### src/rtl/pid_if.sv
// Sample-request / control-word bundle between the loop front end and pid_controller.
// The master side supplies requests and gains; the slave side is the controller.
interface pid_if #(
  parameter int W  = 16,
  parameter int KW = 16
);
  logic                 sample_valid;
  logic signed [W-1:0]  setpoint;
  logic signed [W-1:0]  feedback;
  logic signed [KW-1:0] kp;
  logic signed [KW-1:0] ki;
  logic signed [KW-1:0] kd;
  logic [1:0]           mode;
  logic                 int_clr;
  logic signed [W-1:0]  ctrl_out;
  logic                 ctrl_valid;
  logic                 busy;
  logic                 sat;
  logic                 overrun;

  modport master (
    output sample_valid, setpoint, feedback, kp, ki, kd, mode, int_clr,
    input  ctrl_out, ctrl_valid, busy, sat, overrun
  );

  modport slave (
    input  sample_valid, setpoint, feedback, kp, ki, kd, mode, int_clr,
    output ctrl_out, ctrl_valid, busy, sat, overrun
  );
endinterface

### src/rtl/pid_controller.sv
// Multi-mode (bypass/P/PI/PID) fixed-point controller with one shared multiplier,
// a clamped integrator and a saturated output, computed over a fixed 5-cycle schedule.
module pid_controller #(
  parameter int W     = 16,
  parameter int KW    = 16,
  parameter int FRAC  = 8,
  parameter int I_LIM = 4096
) (
  input  logic  pid_clk,
  input  logic  rst_n,
  pid_if.slave  bus
);
  localparam int AW = W + KW + 4;
  localparam int PW = W + KW + 2;
  localparam logic signed [W+1:0]  LIM_HI = (W+2)'(I_LIM);
  localparam logic signed [W+1:0]  LIM_LO = -LIM_HI;
  localparam logic signed [AW-1:0] YMAX = {{(AW-W+1){1'b0}}, {(W-1){1'b1}}};
  localparam logic signed [AW-1:0] YMIN = {{(AW-W+1){1'b1}}, {(W-1){1'b0}}};

  typedef enum logic [2:0] {IDLE, ERR, MP, MI, MD, OUT} state_t;

  state_t               state_q, state_d;
  logic [1:0]           mode_q;
  logic signed [W-1:0]  sp_q, fb_q;
  logic signed [KW-1:0] kp_q, ki_q, kd_q;
  logic signed [W:0]    err_q, err_prev_q, integ_q, integ_n_q;
  logic signed [W+1:0]  deriv_q;
  logic signed [AW-1:0] acc_q;
  logic signed [W-1:0]  ctrl_out_q;
  logic                 ctrl_valid_q, sat_q, overrun_q;

  logic                 accept, busy_c;
  logic signed [W:0]    err_c;
  logic signed [W+1:0]  deriv_c, integ_sum_c;
  logic signed [KW-1:0] mul_a;
  logic signed [W+1:0]  mul_b;
  logic signed [PW-1:0] prod_c;
  logic signed [AW-1:0] sum_c;
  logic [W:0]           y_c;

  // Arithmetic shift (truncation toward -inf) then clip; returns {clipped, value}.
  function automatic logic [W:0] shift_sat(input logic signed [AW-1:0] v);
    logic signed [AW-1:0] s;
    s = v >>> FRAC;
    if (s > YMAX) return {1'b1, YMAX[W-1:0]};
    if (s < YMIN) return {1'b1, YMIN[W-1:0]};
    return {1'b0, s[W-1:0]};
  endfunction

  function automatic logic signed [W:0] clamp_int(input logic signed [W+1:0] v);
    if (v > LIM_HI) return LIM_HI[W:0];
    if (v < LIM_LO) return LIM_LO[W:0];
    return v[W:0];
  endfunction

  assign accept      = ((state_q == IDLE) || (state_q == OUT)) && bus.sample_valid;
  assign busy_c      = (state_q == ERR) || (state_q == MP) || (state_q == MI) || (state_q == MD);
  assign err_c       = (W+1)'(sp_q) - (W+1)'(fb_q);
  assign deriv_c     = (W+2)'(err_c) - (W+2)'(err_prev_q);
  assign integ_sum_c = (W+2)'(integ_q) + (W+2)'(err_c);

  // Shared multiplier: gain and operand selected by schedule slot; gated terms multiply by zero.
  always_comb begin
    mul_a = '0;
    mul_b = '0;
    case (state_q)
      MP: begin
        mul_a = kp_q;
        mul_b = (W+2)'(err_q);
      end
      MI: begin
        mul_a = mode_q[1] ? ki_q : '0;
        mul_b = (W+2)'(integ_n_q);
      end
      MD: begin
        mul_a = (mode_q == 2'd3) ? kd_q : '0;
        mul_b = deriv_q;
      end
      default: ;
    endcase
  end

  assign prod_c = PW'(mul_a) * PW'(mul_b);
  assign sum_c  = acc_q + AW'(prod_c);
  assign y_c    = shift_sat(sum_c);

  always_comb begin
    state_d = state_q;
    case (state_q)
      IDLE, OUT: state_d = bus.sample_valid ? ERR : IDLE;
      ERR:       state_d = MP;
      MP:        state_d = MI;
      MI:        state_d = MD;
      MD:        state_d = OUT;
      default:   state_d = IDLE;
    endcase
  end

  always_ff @(posedge pid_clk or negedge rst_n) begin
    if (!rst_n) begin
      state_q      <= IDLE;
      mode_q       <= '0;
      acc_q        <= '0;
      integ_q      <= '0;
      err_prev_q   <= '0;
      ctrl_out_q   <= '0;
      ctrl_valid_q <= 1'b0;
      sat_q        <= 1'b0;
      overrun_q    <= 1'b0;
    end else begin
      state_q      <= state_d;
      ctrl_valid_q <= 1'b0;
      if (accept) mode_q <= bus.mode;
      if (bus.sample_valid && busy_c) overrun_q <= 1'b1;
      case (state_q)
        ERR:    acc_q <= '0;
        MP, MI: acc_q <= sum_c;
        MD: begin
          acc_q        <= sum_c;
          ctrl_valid_q <= 1'b1;
          if (mode_q == 2'd0) begin
            ctrl_out_q <= sp_q;
            sat_q      <= 1'b0;
          end else begin
            ctrl_out_q <= y_c[W-1:0];
            sat_q      <= y_c[W];
          end
        end
        default: ;
      endcase
      // A clear overrides the commit of an in-flight result.
      if (bus.int_clr) begin
        integ_q    <= '0;
        err_prev_q <= '0;
      end else if (state_q == MD) begin
        err_prev_q <= err_q;
        integ_q    <= mode_q[1] ? integ_n_q : '0;
      end
    end
  end

  always_ff @(posedge pid_clk) begin
    if (accept) begin
      sp_q <= bus.setpoint;
      fb_q <= bus.feedback;
      kp_q <= bus.kp;
      ki_q <= bus.ki;
      kd_q <= bus.kd;
    end
    if (state_q == ERR) begin
      err_q     <= err_c;
      deriv_q   <= deriv_c;
      integ_n_q <= clamp_int(integ_sum_c);
    end
  end

  assign bus.ctrl_out   = ctrl_out_q;
  assign bus.ctrl_valid = ctrl_valid_q;
  assign bus.busy       = busy_c;
  assign bus.sat        = sat_q;
  assign bus.overrun    = overrun_q;
endmodule

### src/flat_wrapper.sv
// flat-port wrapper written by rule: the top's interface ports become plain ports
module pid_controller_flat 
#(
  parameter int W     = 16,
  parameter int KW    = 16,
  parameter int FRAC  = 8,
  parameter int I_LIM = 4096
)
  (pid_clk, rst_n, bus_sample_valid, bus_setpoint, bus_feedback, bus_kp, bus_ki, bus_kd, bus_mode, bus_int_clr, bus_ctrl_out, bus_ctrl_valid, bus_busy, bus_sat, bus_overrun);
  pid_if #(.W(W), .KW(KW)) bus_i ();
  input  logic pid_clk;
  input  logic rst_n;
  input wire logic [$bits(bus_i.sample_valid)-1:0] bus_sample_valid;
  input wire logic [$bits(bus_i.setpoint)-1:0] bus_setpoint;
  input wire logic [$bits(bus_i.feedback)-1:0] bus_feedback;
  input wire logic [$bits(bus_i.kp)-1:0] bus_kp;
  input wire logic [$bits(bus_i.ki)-1:0] bus_ki;
  input wire logic [$bits(bus_i.kd)-1:0] bus_kd;
  input wire logic [$bits(bus_i.mode)-1:0] bus_mode;
  input wire logic [$bits(bus_i.int_clr)-1:0] bus_int_clr;
  output wire logic [$bits(bus_i.ctrl_out)-1:0] bus_ctrl_out;
  output wire logic [$bits(bus_i.ctrl_valid)-1:0] bus_ctrl_valid;
  output wire logic [$bits(bus_i.busy)-1:0] bus_busy;
  output wire logic [$bits(bus_i.sat)-1:0] bus_sat;
  output wire logic [$bits(bus_i.overrun)-1:0] bus_overrun;
  assign bus_i.sample_valid = bus_sample_valid;
  assign bus_i.setpoint = bus_setpoint;
  assign bus_i.feedback = bus_feedback;
  assign bus_i.kp = bus_kp;
  assign bus_i.ki = bus_ki;
  assign bus_i.kd = bus_kd;
  assign bus_i.mode = bus_mode;
  assign bus_i.int_clr = bus_int_clr;
  assign bus_ctrl_out = bus_i.ctrl_out;
  assign bus_ctrl_valid = bus_i.ctrl_valid;
  assign bus_busy = bus_i.busy;
  assign bus_sat = bus_i.sat;
  assign bus_overrun = bus_i.overrun;
  pid_controller #(.W(W), .KW(KW), .FRAC(FRAC), .I_LIM(I_LIM)) u_core (.pid_clk(pid_clk), .rst_n(rst_n), .bus(bus_i));
endmodule
### config.mk
export PLATFORM = sky130hd
export DESIGN_NAME = pid_controller_flat
export DESIGN_NICKNAME = d
export VERILOG_FILES = /design/src/rtl/pid_if.sv /design/src/rtl/pid_controller.sv /design/src/flat_wrapper.sv
export SDC_FILE = /design/constraint.sdc
export NUM_CORES = 1
export LEC_CHECK = 0
export CORE_MARGIN = 1
export CORE_UTILIZATION = 69
export CTS_BUF_LIST = sky130_fd_sc_hd__clkbuf_2
export DETAILED_ROUTE_END_ITERATION = 7
export HOLD_SLACK_MARGIN = 0.02
export PLACE_DENSITY = 0.89
export SYNTH_ARGS = -nofsm -noshare
export SYNTH_HDL_FRONTEND = slang
export SYNTH_SLANG_ARGS = --single-unit
### constraint.sdc
create_clock -name pid_clk -period 23.9 [get_ports pid_clk]
set_input_delay 3.585 -clock pid_clk [delete_from_list [all_inputs] [get_ports pid_clk]]
set_output_delay 3.585 -clock pid_clk [all_outputs]
set_load 0.02 [all_outputs]
# Word level (Yosys, flattened, before mapping)
# Cells that the tools add are included.
# word_totals
register_bits	226
input_bits	86
output_inout_bits	20
wordCells	75
# classes
add_sub_neg	4
mul	1
n_lt_le_gt_ge	4
n_eq_ne	6
mux	31
n_reduce_logical	12
# op_table
op	n
$mux 17	13
$pmux 36 s2	1
$pmux 18 s3	1
$mux 16	3
$pmux 16 s3	1
$add 36x34->36	1
$mul 16x18->34	1
$gt 28x16->1 const B	1
$lt 28x16->1 const B	1
$add 17x17->18	1
$gt 18x14->1 const B	1
$lt 18x13->1 const B	1
$sub 17x17->18	1
$sub 16x16->17	1
$pmux 3 s5	1
$mux 1	11
$eq 3x2->1 const B	2
$eq 3x3->1 const B	2
$logic_or 1x1->1	4
$reduce_bool 2->1	2
$eq 3x1->1 const B	1
$logic_not 3->1	1
$reduce_or 3->1	1
$eq 2x2->1 const B	1
3 further kinds	4

# Depth between registers and ports, before layout
# Gate-level depths: netlist of the first run.
# logic_depth
word_depth	11
depth_mapped	38
depth_no_buf	31

# Worst setup path before layout of the first run
# Ideal clock, no wire load.
# synth_path
path_type	input to register
startpoint	input port bus_sample_valid
endpoint	register u_core.mode_q[0]
setup_ns	0.095
arrival_ns	10.399
required_ns	23.805
slack_ns	13.406
stages	2
n_path_buf	0
cell_sequence	nor3b_1 > mux2_2
# synth_via
elab_chain_len	1
# synth_rtl
item	line_no	rtl
from (decl)	flat_wrapper.sv:13	input wire logic [$bits(bus_i.sample_valid)-1:0] bus_sample_valid;
$logic_and 1x1->1	pid_controller.sv:56	assign accept = ((state_q == IDLE) || (state_q == OUT)) && bus.sample_valid;
to (signal assigned)	pid_controller.sv:113	if (accept) mode_q <= bus.mode;
to (decl)	pid_controller.sv:23	logic [1:0] mode_q;
# No other way between the ends.
# A chain may end at the register's enable or synchronous reset.

# Worst setup path in the final report of the first run
# layout_path
startpoint	register u_core.state_q[1]
endpoint	register u_core.ctrl_out_q[11] (netlist: u_core.bus.ctrl_out[11])
# layout_via
elab_chain_len	10
elab_cells_between_ends	16
cone_classes	add/sub (1); mul (1); order compare (2); eq/ne (3); mux (9)
# layout_rtl
item	line_no	rtl
from (decl)	pid_controller.sv:22	state_t state_q, state_d;
from (signal assigned)	pid_controller.sv:111	state_q <= state_d;
$eq 3x3->1 or $eq 3x2->1 (tied branches)	pid_controller.sv:66, pid_controller.sv:115	
$pmux 16 s3 or $pmux 18 s3 (tied branches)	pid_controller.sv:66	case (state_q)
$mul 16x18->34	pid_controller.sv:83	assign prod_c = PW'(mul_a) * PW'(mul_b);
$add 36x34->36	pid_controller.sv:84	assign sum_c = acc_q + AW'(prod_c);
$lt 28x16->1	pid_controller.sv:46	if (s < YMIN) return {1'b1, YMIN[W-1:0]};
$mux 1 (2 in a row)	pid_controller.sv:46	
$mux 17	pid_controller.sv:47	return {1'b0, s[W-1:0]};
$mux 17	pid_controller.sv:46	
$mux 16	pid_controller.sv:121	if (mode_q == 2'd0) begin
to (signal assigned)	pid_controller.sv:122	ctrl_out_q <= sp_q;
to (signal assigned)	pid_controller.sv:125	ctrl_out_q <= y_c[W-1:0];
to (decl)	pid_controller.sv:29	logic signed [W-1:0] ctrl_out_q;
# Parallel ways exist; a longest one is shown, timed or not. The select of a mux whose other input is x is not followed.

==> summary.md, run 1 <==
| Metric | Value |
|---|---|
| Worst Path Arrival | 10800 ps |
| Slew Limit Fails | 0 |
| DP HPWL | 46000 um |
| CTS tree | built |
| Vias in the first global route | 17800 |
| DR DRC count | 0 |
| Setup Viol. Count Final | 0 |
| Vias per cell | 5.97 |
| Crit. End Element | flip-flop |
| RR Startpoint | u_core.state_q[1]$_DFF_PN0_ |
| Post-synth top flop | edfxtp_1 |
| I/O pins | 106 |
| CTS Sinks | 226 |
| Number of flops mapped to enable cells by yosys | 132 |
| GRT Util Overall | 0.364 |
| Netlist Area Pre-Place | 22800 sq um |
| Post-route setup TNS | 0 ps |
| Distinct cells, synth | 73 |
| Hold-fix buffer count after cts | 0 |
| CORE AREA | 32500 sq um |
| Relative slew slack | 0.135 |
| Cells after synthesis | 2270 |
| DR iter-0 viols | 1616 |
| Highest clock rate | 100 MHz |
| Seq/Total Area, Yosys | 0.277 |
| Antenna Nets Post-Route | 0 |
| CP startpoint | u_core.state_q[1]$_DFF_PN0_ |
| Fin crit share | 0.417 |
| Final-stage net count | 2946 |
| Via Count | 17000 |
| Worst-Skew Late Latency | 1010 ps |
| CP max FO | 57 |
| FFs w/ async S/R, synth | 0.416 |
| Hold path startpoint | u_core.bus.overrun$_DFFE_PN0P_ |
| Largest net degree at the start of global routing | 83 |
| Final Hold Violating Endpoints | 0 |
| Area delta synth->final | 8.54% |
| Syn_area_per_cell | 10.0 sq um |
| WS Path Type | reg -> reg |
| Die X | 184 um |
| WP data required | 24730 ps |
| Max clock buf depth | 3 |
| Postcts setup bufs | 0 |
| Clock Skew | 69.1 ps |
| Most frequent CP cell | fa_1 |
| Final wirelength | 57100 um |
| RePlAce Congestion | 0.941 |
| #FFs+latches synth | 226 |
| Worst Hold Class | reg -> reg |
| Worst-margin pin slew | 1290 ps |
| CTS resizes | 0 |
| Initial antenna violation count | 2 |
| Die area | 33800 sq um |
| Syn_nets | 2850 |
| GRT overflow | 0 |
| DRT Pass-1 Iters | 8 |
| Crit start category | flip-flop |
| Initial core utilization | 0.701 |
| Reg clk slew, reported paths | 100 ps |
| Height of the die | 184 um |
| First-pass GRT wire length | 93600 um |
| Minimum clock period after layout | 9970 ps |
| TritonCTS buffer count | 57 |
| Drt wl/cell | 20.0 um |
| # rows | 66 |
| Status | completed |
| Yosys warns | 0 |
| Number of port buffers | 105 |
| Max stage delay on crit path | 720 ps |
| RSZ-0062 raised after global routing | false |
| Root buffer cell | clkbuf_2 |
| Critical path's slowest cell | and3_1 |
| Share of post-route cells with drive strength above 1 | 0.0681 |
| Max_cap viols | 0 |
| CTS H-tree depth | 2 |
Yosys cell counts, types with 8 or more instances:
cell type	n	area, sq um
a211oi_1	8	60.1
a21o_1	14	105
a21oi_1	88	440
a222oi_1	9	90.1
a22o_1	43	377
clkbuf_1	74	278
dfrtp_1	94	2350
edfxtp_1	132	3960
fa_1	338	6770
ha_1	156	1950
inv_1	415	1560
mux2i_1	18	180
nand2_1	205	769
nand2b_1	20	125
nand3_1	15	75.1
nand4_1	11	68.8
nor2_1	256	961
nor2b_1	10	62.6
nor3_1	20	100
o21a_1	24	180
o21ai_0	59	295
o21ai_1	11	55.1
o21bai_1	8	60.1
or2_2	22	138
or3_1	19	119
xnor2_1	61	534
xor2_1	19	166
kinds of logic (layout without fill, tap and decap cells):
| logic type | after synthesis | count (layout) | synth area share |
|---|---|---|---|
| AND/OR/NAND/NOR | 610 | 610 | 0.116 |
| XOR/XNOR | 80 | 80 | 0.0307 |
| AO/OA/AOI/OAI | 335 | 335 | 0.100 |
| other | 0 | 2 | 0 |
| adder cells (fa/ha/maj) | 494 | 494 | 0.382 |
| multiplexers | 20 | 20 | 0.00889 |
| flip-flops | 226 | 226 | 0.277 |
| buffers and inverters | 505 | 644 | 0.0846 |
path summary, 6_finish.rpt:
kind	endpoint	slack, ps	cells past startpoint
hold / removal	u_core.bus.overrun$_DFFE_PN0P_	460	1
setup / recovery	u_core.bus.ctrl_out[11]$_DFFE_PN0N_	13930	30
min in group asynchronous	u_core.acc_q[23]$_DFFE_PN0P_	2440	1
max in group asynchronous	u_core.acc_q[3]$_DFFE_PN0P_	20100	2
setup reg to reg	u_core.bus.ctrl_out[11]$_DFFE_PN0N_	13930	30
hold reg to reg	u_core.bus.overrun$_DFFE_PN0P_	460	1
placed cells by master (no fill, tap or decap), drive strengths merged, types with 15 or more instances in the layout:
master,n
a21oi,94
a22o,43
buf,23
clkbuf,89
clkdlybuf4s50,104
dfrtp,94
edfxtp,132
fa,338
ha,156
inv,417
mux2i,18
nand2,205
nand2b,20
nand3,15
nor2,256
nor3,20
o21a,24
o21ai,72
or2,22
or3,19
xnor2,61
xor2,19
state kept, by name, indices dropped and copies added, names as in the netlist:
signal                 cells
u_core.kd_q               16
u_core.deriv_q            18
u_core.kp_q               16
u_core.bus.sat             1
u_core.mode_q              2
u_core.bus.overrun         1
u_core.ki_q               16
u_core.sp_q               16
u_core.state_q             3
u_core.err_q              17
u_core.bus.ctrl_out       16
u_core.fb_q               16
u_core.integ_q            17
u_core.integ_n_q          17
u_core.err_prev_q         17
u_core.acc_q              36
u_core.bus.ctrl_valid      1
per-stage QoR:
stage               hold WS (ps)  setup slack [ps]  instances   util  instance area, sq um
detailed placement           443             14030       2749  0.745                 24200
CTS                          465             13970       2851  0.761                 24800
finish                       460             13930       2853  0.761                 24800
floorplan                    456             13410       2270      -                 22800
global placement             436             14300       2749  0.745                 24200
global route                 495             13260       2853  0.761                 24800
cell type report:
type | count | area, sq um
inverter | 415 | 1560
clock inverter | 13 | 82.6
timing repair buffer | 127 | 1210
antenna | 2 | 5.00
fill | 2155 | 7780
sequential | 226 | 6320
multi-input combinational | 1539 | 14600
tap | 442 | 553
clock buffer | 89 | 445
routing by layer:
layer | share of wire | vias to the layer above | GRT usage
li1 | - | 7524 | -
met5 | 0 | - | 0
met2 | 0.49 | 930 | 0.597
met3 | 0.10 | 145 | 0.0814
met1 | 0.38 | 8432 | 0.479
met4 | 0.033 | 0 | 0.132
worst max-delay path, delay by kind of cell (launching register included):
kind                     cells  cell delay, ps
AND/OR/NAND/NOR              9            3000
adder cells (fa/ha/maj)      7            3560
buffers and inverters        7            1300
XOR/XNOR                     1             180
flip-flops                   1             470
AO/OA/AOI/OAI                6            1240
Power of run 1 is not shown: default switching activity piles up to over one toggle a cycle in this logic, so the estimate is an artifact.
==> inputs of run 2 (changes only) <==
- CORE_UTILIZATION: 69 -> 58
- PLACE_DENSITY: 0.89 -> 0.8
- clock period: 23.9 -> 8.8 ns (I/O delays scaled with it)
==> run 2 against run 1 <==
  * Non-clock buffer count up 25
  * Clock skew increased by 47 ps
  * First-iteration DRC count decreased by 25%
  * Critical path type unchanged
  * Critical endpoint is now u_core.bus.ctrl_out[1]$_DFFE_PN0N_
  * Largest cell class unchanged
==> summary.md, run 2 (synthesized netlist as in run 1, its figures left out) <==
| Metric | Value |
|---|---|
| Die area | 40100 sq um (+19%) |
| Most frequent CP cell | fa_1 |
| Antenna Nets Post-Route | 0 (unchanged) |
| Die X | 200 um (+9.0%) |
| Highest clock rate | 118 MHz (+17%) |
| Design Area, Final | 25200 sq um (+1.8%) |
| Vias per cell | 5.64 (-5.5%) |
| GRT Util Overall | 0.299 (-0.0646) |
| Crit. End Element | flip-flop |
| Final Hold Violating Endpoints | 0 (unchanged) |
| Met1 Usage GRT | 0.402 (-0.0770) |
| Root buffer cell | clkbuf_2 |
| Max FFs per register | 36 (unchanged) |
| Fin crit share | 0.965 (+0.548) |
| Initial core utilization | 0.589 (-0.112) |
| CTS tree | built |
| Relative slew slack | 0.182 (+0.0478) |
| Vias in the first global route | 17800 (+0.022%) |
| DR iter-0 viols | 1208 (-25%) |
| Setup Viol. Count Final | 0 (unchanged) |
| TritonCTS buffer count | 57 (unchanged) |
| Clock Skew | 117 ps (+47.4 ps) |
| RePlAce Congestion | 0.952 (+1.2%) |
| Number of port buffers | 105 (unchanged) |
| DR DRC count | 0 (unchanged) |
| Hold-fix buffer count after cts | 0 (unchanged) |
| CP max FO | 23 (-60%) |
| GR Layer Usage met3 | 0.0543 (-0.0271) |
| Most common cell after layout, fill and taps aside | inv_1 |
| Drt wl/cell | 19.4 um (-2.9%) |
| Initial antenna violation count | 2 (unchanged) |
| Height of the die | 200 um (+9.0%) |
| Via Count | 16700 (-2.1%) |
| Largest net degree at the start of global routing | 83 (unchanged) |
| GRT overflow | 0 (unchanged) |
| Final-stage net count | 2972 (+0.88%) |
| Placed cell area | 24600 sq um (+1.4%) |
| Slew Limit Fails | 0 (unchanged) |
| WS Path Type | reg -> reg |
| Share of post-route cells with drive strength above 1 | 0.0834 (+0.0153) |
| Worst Path Arrival | 9390 ps (-1410 ps) |
| Max clock buf depth | 3 (unchanged) |
| Worst-margin pin slew | 1220 ps (-71.5 ps) |
| WP buf/inv | 8 (+1) |
| Final wirelength | 57400 um (+0.54%) |
| Most frequent cells in the layout | inv_1 (415), fa_1 (336), nor2_1 (255) |
| First-pass GRT wire length | 93800 um (+0.24%) |
| I/O pins | 106 (unchanged) |
| Max_cap viols | 0 (unchanged) |
| Area delta synth->final | 10.5% |
| Crit start category | flip-flop |
| DRT Pass-1 Iters | 6 (-2) |
| CORE AREA | 38700 sq um (+19%) |
| Worst-Skew Late Latency | 1060 ps (+50 ps) |
| # rows | 72 (+9.1%) |
| DP HPWL | 46200 um (+0.25%) |
| Reg clk slew, reported paths | 120 ps (+20 ps) |
| Minimum clock period after layout | 8490 ps (-1480 ps) |
| Worst Hold Class | in -> async |
| Largest registers | u_core.acc_q: 36 flops, u_core.deriv_q: 18 flops |
| CTS H-tree depth | 2 (unchanged) |
| Critical path's slowest cell | fa_1 |
| Met2 Use GR | 0.493 (-0.104) |
| Post-route setup TNS | 0 ps (unchanged) |
| CTS Sinks | 226 (unchanged) |
| Status | completed |
| CP delay by family, top | adder cells |
| WP data required | 9700 ps (-15030 ps) |
| Gr busiest metal | met2 |
| Max stage delay on crit path | 580 ps (-140 ps) |
| Top reg by flops | u_core.acc_q |
==> run 2: cell count changes in the layout (fill, tap and decap cells not counted), sizes merged <==
cell    previous run  this run
clkbuf            89        80
buf               23        48
bufinv             1         2
a41o               8         9
clkinv             9        19
inv              417       415
==> run 2: stage by stage <==
step	instances	worst slack, ps	utilization	hold slack, ps
floorplan	2270	458	-	456
global placement	2849	150	0.634	438
detailed placement	2849	42.2	0.634	463
CTS	2951	134	0.648	182
global route	2955	-8.71	0.651	233
finish	2955	306	0.651	236
==> run 2: worst reg2reg max path: cells and delay by family, from the launching register on <==
kind	cells	cell delay, ps
adders and majority gates	7	3560
and+or+nand+nor	8	1610
AOI/OAI and AO/OA	6	1490
buffers and inverters	8	1130
DFF	1	390
xor gates and xnor gates	1	210
==> run 2: final timing paths <==
check                                               startpoint                                 end  cells past startpoint  slack, ps
worst max-delay path               u_core.state_q[0]$_DFF_PN0_  u_core.bus.ctrl_out[1]$_DFFE_PN0N_                     30        310
min in group pid_clk            u_core.bus.overrun$_DFFE_PN0P_      u_core.bus.overrun$_DFFE_PN0P_                      1        480
max in group asynchronous                                rst_n    u_core.err_prev_q[2]$_DFFE_PN0P_                      2       7320
worst min register to register  u_core.bus.overrun$_DFFE_PN0P_      u_core.bus.overrun$_DFFE_PN0P_                      1        480
worst min-delay path                                     rst_n        u_core.acc_q[16]$_DFFE_PN0P_                      1        240
worst max register to register     u_core.state_q[0]$_DFF_PN0_  u_core.bus.ctrl_out[1]$_DFFE_PN0N_                     30        310
==> run 2: cell type report <==
| cell class | instances | area (sq um) |
|---|---|---|
| Antenna cell | 2 | 5.00 |
| Clock buffer | 80 | 400 |
| Clock inverter | 22 | 141 |
| Fill cell | 3057 | 13500 |
| Inverter | 415 | 1560 |
| Multi-Input combinational cell | 1540 | 14700 |
| Sequential cell | 226 | 6320 |
| Tap cell | 518 | 648 |
| Timing Repair Buffer | 152 | 1470 |
==> run 2: per-layer routing <==
metal	vias up	wire [um]
met1	8292	23500
li1	7572	-
met5	-	0
met4	0	1980
met3	123	4410
met2	680	27500
==> run 2: repair_timing <==
item | CTS | global route
buffers inserted | 0 | 1
setup endpoints to repair | 1 | 16
cloned | 0 | 1
gates resized for setup | 1 | 29
pin swaps | 0 | 2
endpoints found under the hold margin | 0 | 0
Power of run 2 is left out for the same reason.
==> inputs of run 3 (changes only) <==
- REMOVE_ABC_BUFFERS: default -> 1
==> run 3 against run 2 <==
  * Non-clock buffer count is 43 higher
  * Routed wire length rose by 5.6%
  * Sequential share of layout area is 0.36 points lower
  * Global-route usage is 1.3 points higher
==> summary.md, run 3 (synthesized netlist as in run 1, its figures left out) <==
| Metric | Value |
|---|---|
| Area delta synth->final | 12.2% |
| Via Count | 17200 (+2.9%) |
| CP max FO | 13 (-43%) |
| Slack of the critical path | 263 ps (-42.8 ps) |
| Worst Path Arrival | 9400 ps (about the same) |
| Worst slack, placed | 267 ps (+225 ps) |
| CORE AREA | 38700 sq um (unchanged) |
| Most common cell after layout, fill and taps aside | inv_1 |
| TritonCTS buffer count | 59 (+3.5%) |
| Relative slew slack | 0.198 (+0.0153) |
| Number of port buffers | 105 (unchanged) |
| # rows | 72 (unchanged) |
| Slew Limit Fails | 0 (unchanged) |
| Drt wl/cell | 20.1 um (+3.8%) |
| Largest net degree at the start of global routing | 58 (-30%) |
| GR Layer Usage met3 | 0.0692 (+0.0148) |
| Crit. End Element | flip-flop |
| WP data required | 9660 ps (-40 ps) |
| Area of the multi-input gates | 14700 sq um (+0.29%) |
| Setup Viol. Count Final | 0 (unchanged) |
| Most frequent cells in the layout | inv_1 (415), fa_1 (335), nor2_1 (254) |
| Finished Core Util | 0.660 (+0.00950) |
| Largest registers | u_core.acc_q: 36 flops, u_core.deriv_q: 18 flops |
| Die X | 200 um (unchanged) |
| Reg clk slew, reported paths | 120 ps (about the same) |
| Antenna Nets Post-Route | 0 (unchanged) |
| Max clock buf depth | 3 (unchanged) |
| Highest clock rate | 117 MHz (-0.50%) |
| Max stage delay on crit path | 570 ps (about the same) |
| RePlAce Congestion | 0.958 (+0.59%) |
| DP HPWL | 48000 um (+4.0%) |
| Minimum clock period after layout | 8540 ps (+42.8 ps) |
| CTS tree | built |
| Root buffer cell | clkbuf_2 |
| FF/Latch Area | 6320 sq um (about the same) |
| Dpl cells | 2861 (+0.42%) |
| Die area | 40100 sq um (unchanged) |
| Initial antenna violation count | 3 (+1) |
| Top reg by flops | u_core.acc_q |
| Worst Hold Class | in -> async |
| Worst-Skew Late Latency | 1070 ps (about the same) |
| Final wirelength | 60600 um (+5.6%) |
| Hold-fix buffer count after cts | 0 (unchanged) |
| CTS H-tree depth | 2 (unchanged) |
| CTS Sinks | 226 (unchanged) |
| Critical path's slowest cell | fa_1 |
| Fin crit share | 0.970 (+0.00487) |
| Clock Skew | 99.8 ps (-16.7 ps) |
| Vias per cell | 5.71 (+1.2%) |
| Status | completed |
| Final Hold Violating Endpoints | 0 (unchanged) |
| DRT Pass-1 Iters | 7 (+1) |
| DR DRC count | 0 (unchanged) |
| Hold slack | 211 ps (-25.4 ps) |
| Finished Layout Cells | 3006 (+1.7%) |
| Share of post-route cells with drive strength above 1 | 0.107 (+0.0233) |
| Max FFs per register | 36 (unchanged) |
| Final-stage net count | 3016 (+1.5%) |
| Height of the die | 200 um (unchanged) |
| Worst-margin pin slew | 1200 ps (-18.4 ps) |
| Initial core utilization | 0.589 (unchanged) |
| Gr busiest metal | met2 |
| Crit start category | flip-flop |
| First-pass GRT wire length | 97900 um (+4.3%) |
| GRT overflow | 0 (unchanged) |
| Vias in the first global route | 18100 (+1.8%) |
| WS Path Type | reg -> reg |
| Met1 Usage GRT | 0.439 (+0.0369) |
| Max_cap viols | 0 (unchanged) |
| GRT Util Overall | 0.312 (+0.0131) |
| I/O pins | 106 (unchanged) |
| Fill count | 3011 (-1.5%) |
| DR iter-0 viols | 1398 (+16%) |
| Met2 Use GR | 0.490 (-0.00236) |
==> run 3: changes by cell type in the layout (fill, tap and decap cells not counted), moves of 4 or more <==
cell / previous run / this run
buf_4: 42 / 80
ha_1: 156 / 148
o21ai_1: 6 / 11
o21ai_2: 8 / 4
clkbuf_2: 80 / 93
clkinv_1: 17 / 9
buf_12: 5 / 0
ha_2: 0 / 5
==> run 3: final cells by class <==
type / count / area share
clock inverter: 17 / 0.00333
sequential: 226 / 0.247
timing repair buffer: 195 / 0.0696
multi-input combinational: 1539 / 0.575
antenna: 3 / 0.000293
tap: 518 / 0.0253
clock buffer: 93 / 0.0182
inverter: 415 / 0.0609
==> run 3: worst max-delay path, delay by kind of cell (launching register included) <==
family / cells / cell delay [ps]
buffers and inverters: 9 / 1180
adders and majority gates: 7 / 3370
DFF: 1 / 410
AOI/OAI and AO/OA: 7 / 1560
and+or+nand+nor: 9 / 1810
==> run 3: repair_timing <==
item | CTS | global route
gates resized for setup | 0 | 47
setup buffers | 0 | 27
endpoints found under the setup margin | 0 | 17
==> run 3: stage by stage <==
| stage | TNS, ps | area (sq um) |
|---|---|---|
| 2_1_floorplan | -42520 | 22400 |
| 3_3_place_gp | 0 | 24600 |
| 3_5_place_dp | 0 | 24600 |
| 4_1_cts | 0 | 25100 |
| 5_1_grt | -431 | 25600 |
| 6_report | 0 | 25600 |
==> run 3: path summary, 6_finish.rpt <==
path                                                   start  depth (start not counted)  slack [ps]                                   to
max                              u_core.state_q[0]$_DFF_PN0_                         32         260  u_core.bus.ctrl_out[10]$_DFFE_PN0N_
min                                                    rst_n                          1         210     u_core.err_prev_q[1]$_DFFE_PN0P_
max reg2reg                      u_core.state_q[0]$_DFF_PN0_                         32         260  u_core.bus.ctrl_out[10]$_DFFE_PN0N_
min reg2reg                u_core.integ_n_q[7]$_SDFFCE_PP0P_                          1         460        u_core.integ_q[7]$_DFFE_PN0P_
max in group asynchronous                              rst_n                          2        7310  u_core.bus.ctrl_out[15]$_DFFE_PN0N_
min in group pid_clk       u_core.integ_n_q[7]$_SDFFCE_PP0P_                          1         460        u_core.integ_q[7]$_DFFE_PN0P_
==> run 3: layer usage <==
metal / up-vias / wire, um
met1: 8596 / 25300
met2: 760 / 28100
li1: 7683 / -
met4: 2 / 1790
met5: - / 13
met3: 117 / 5320
Power of run 3 is left out for the same reason.
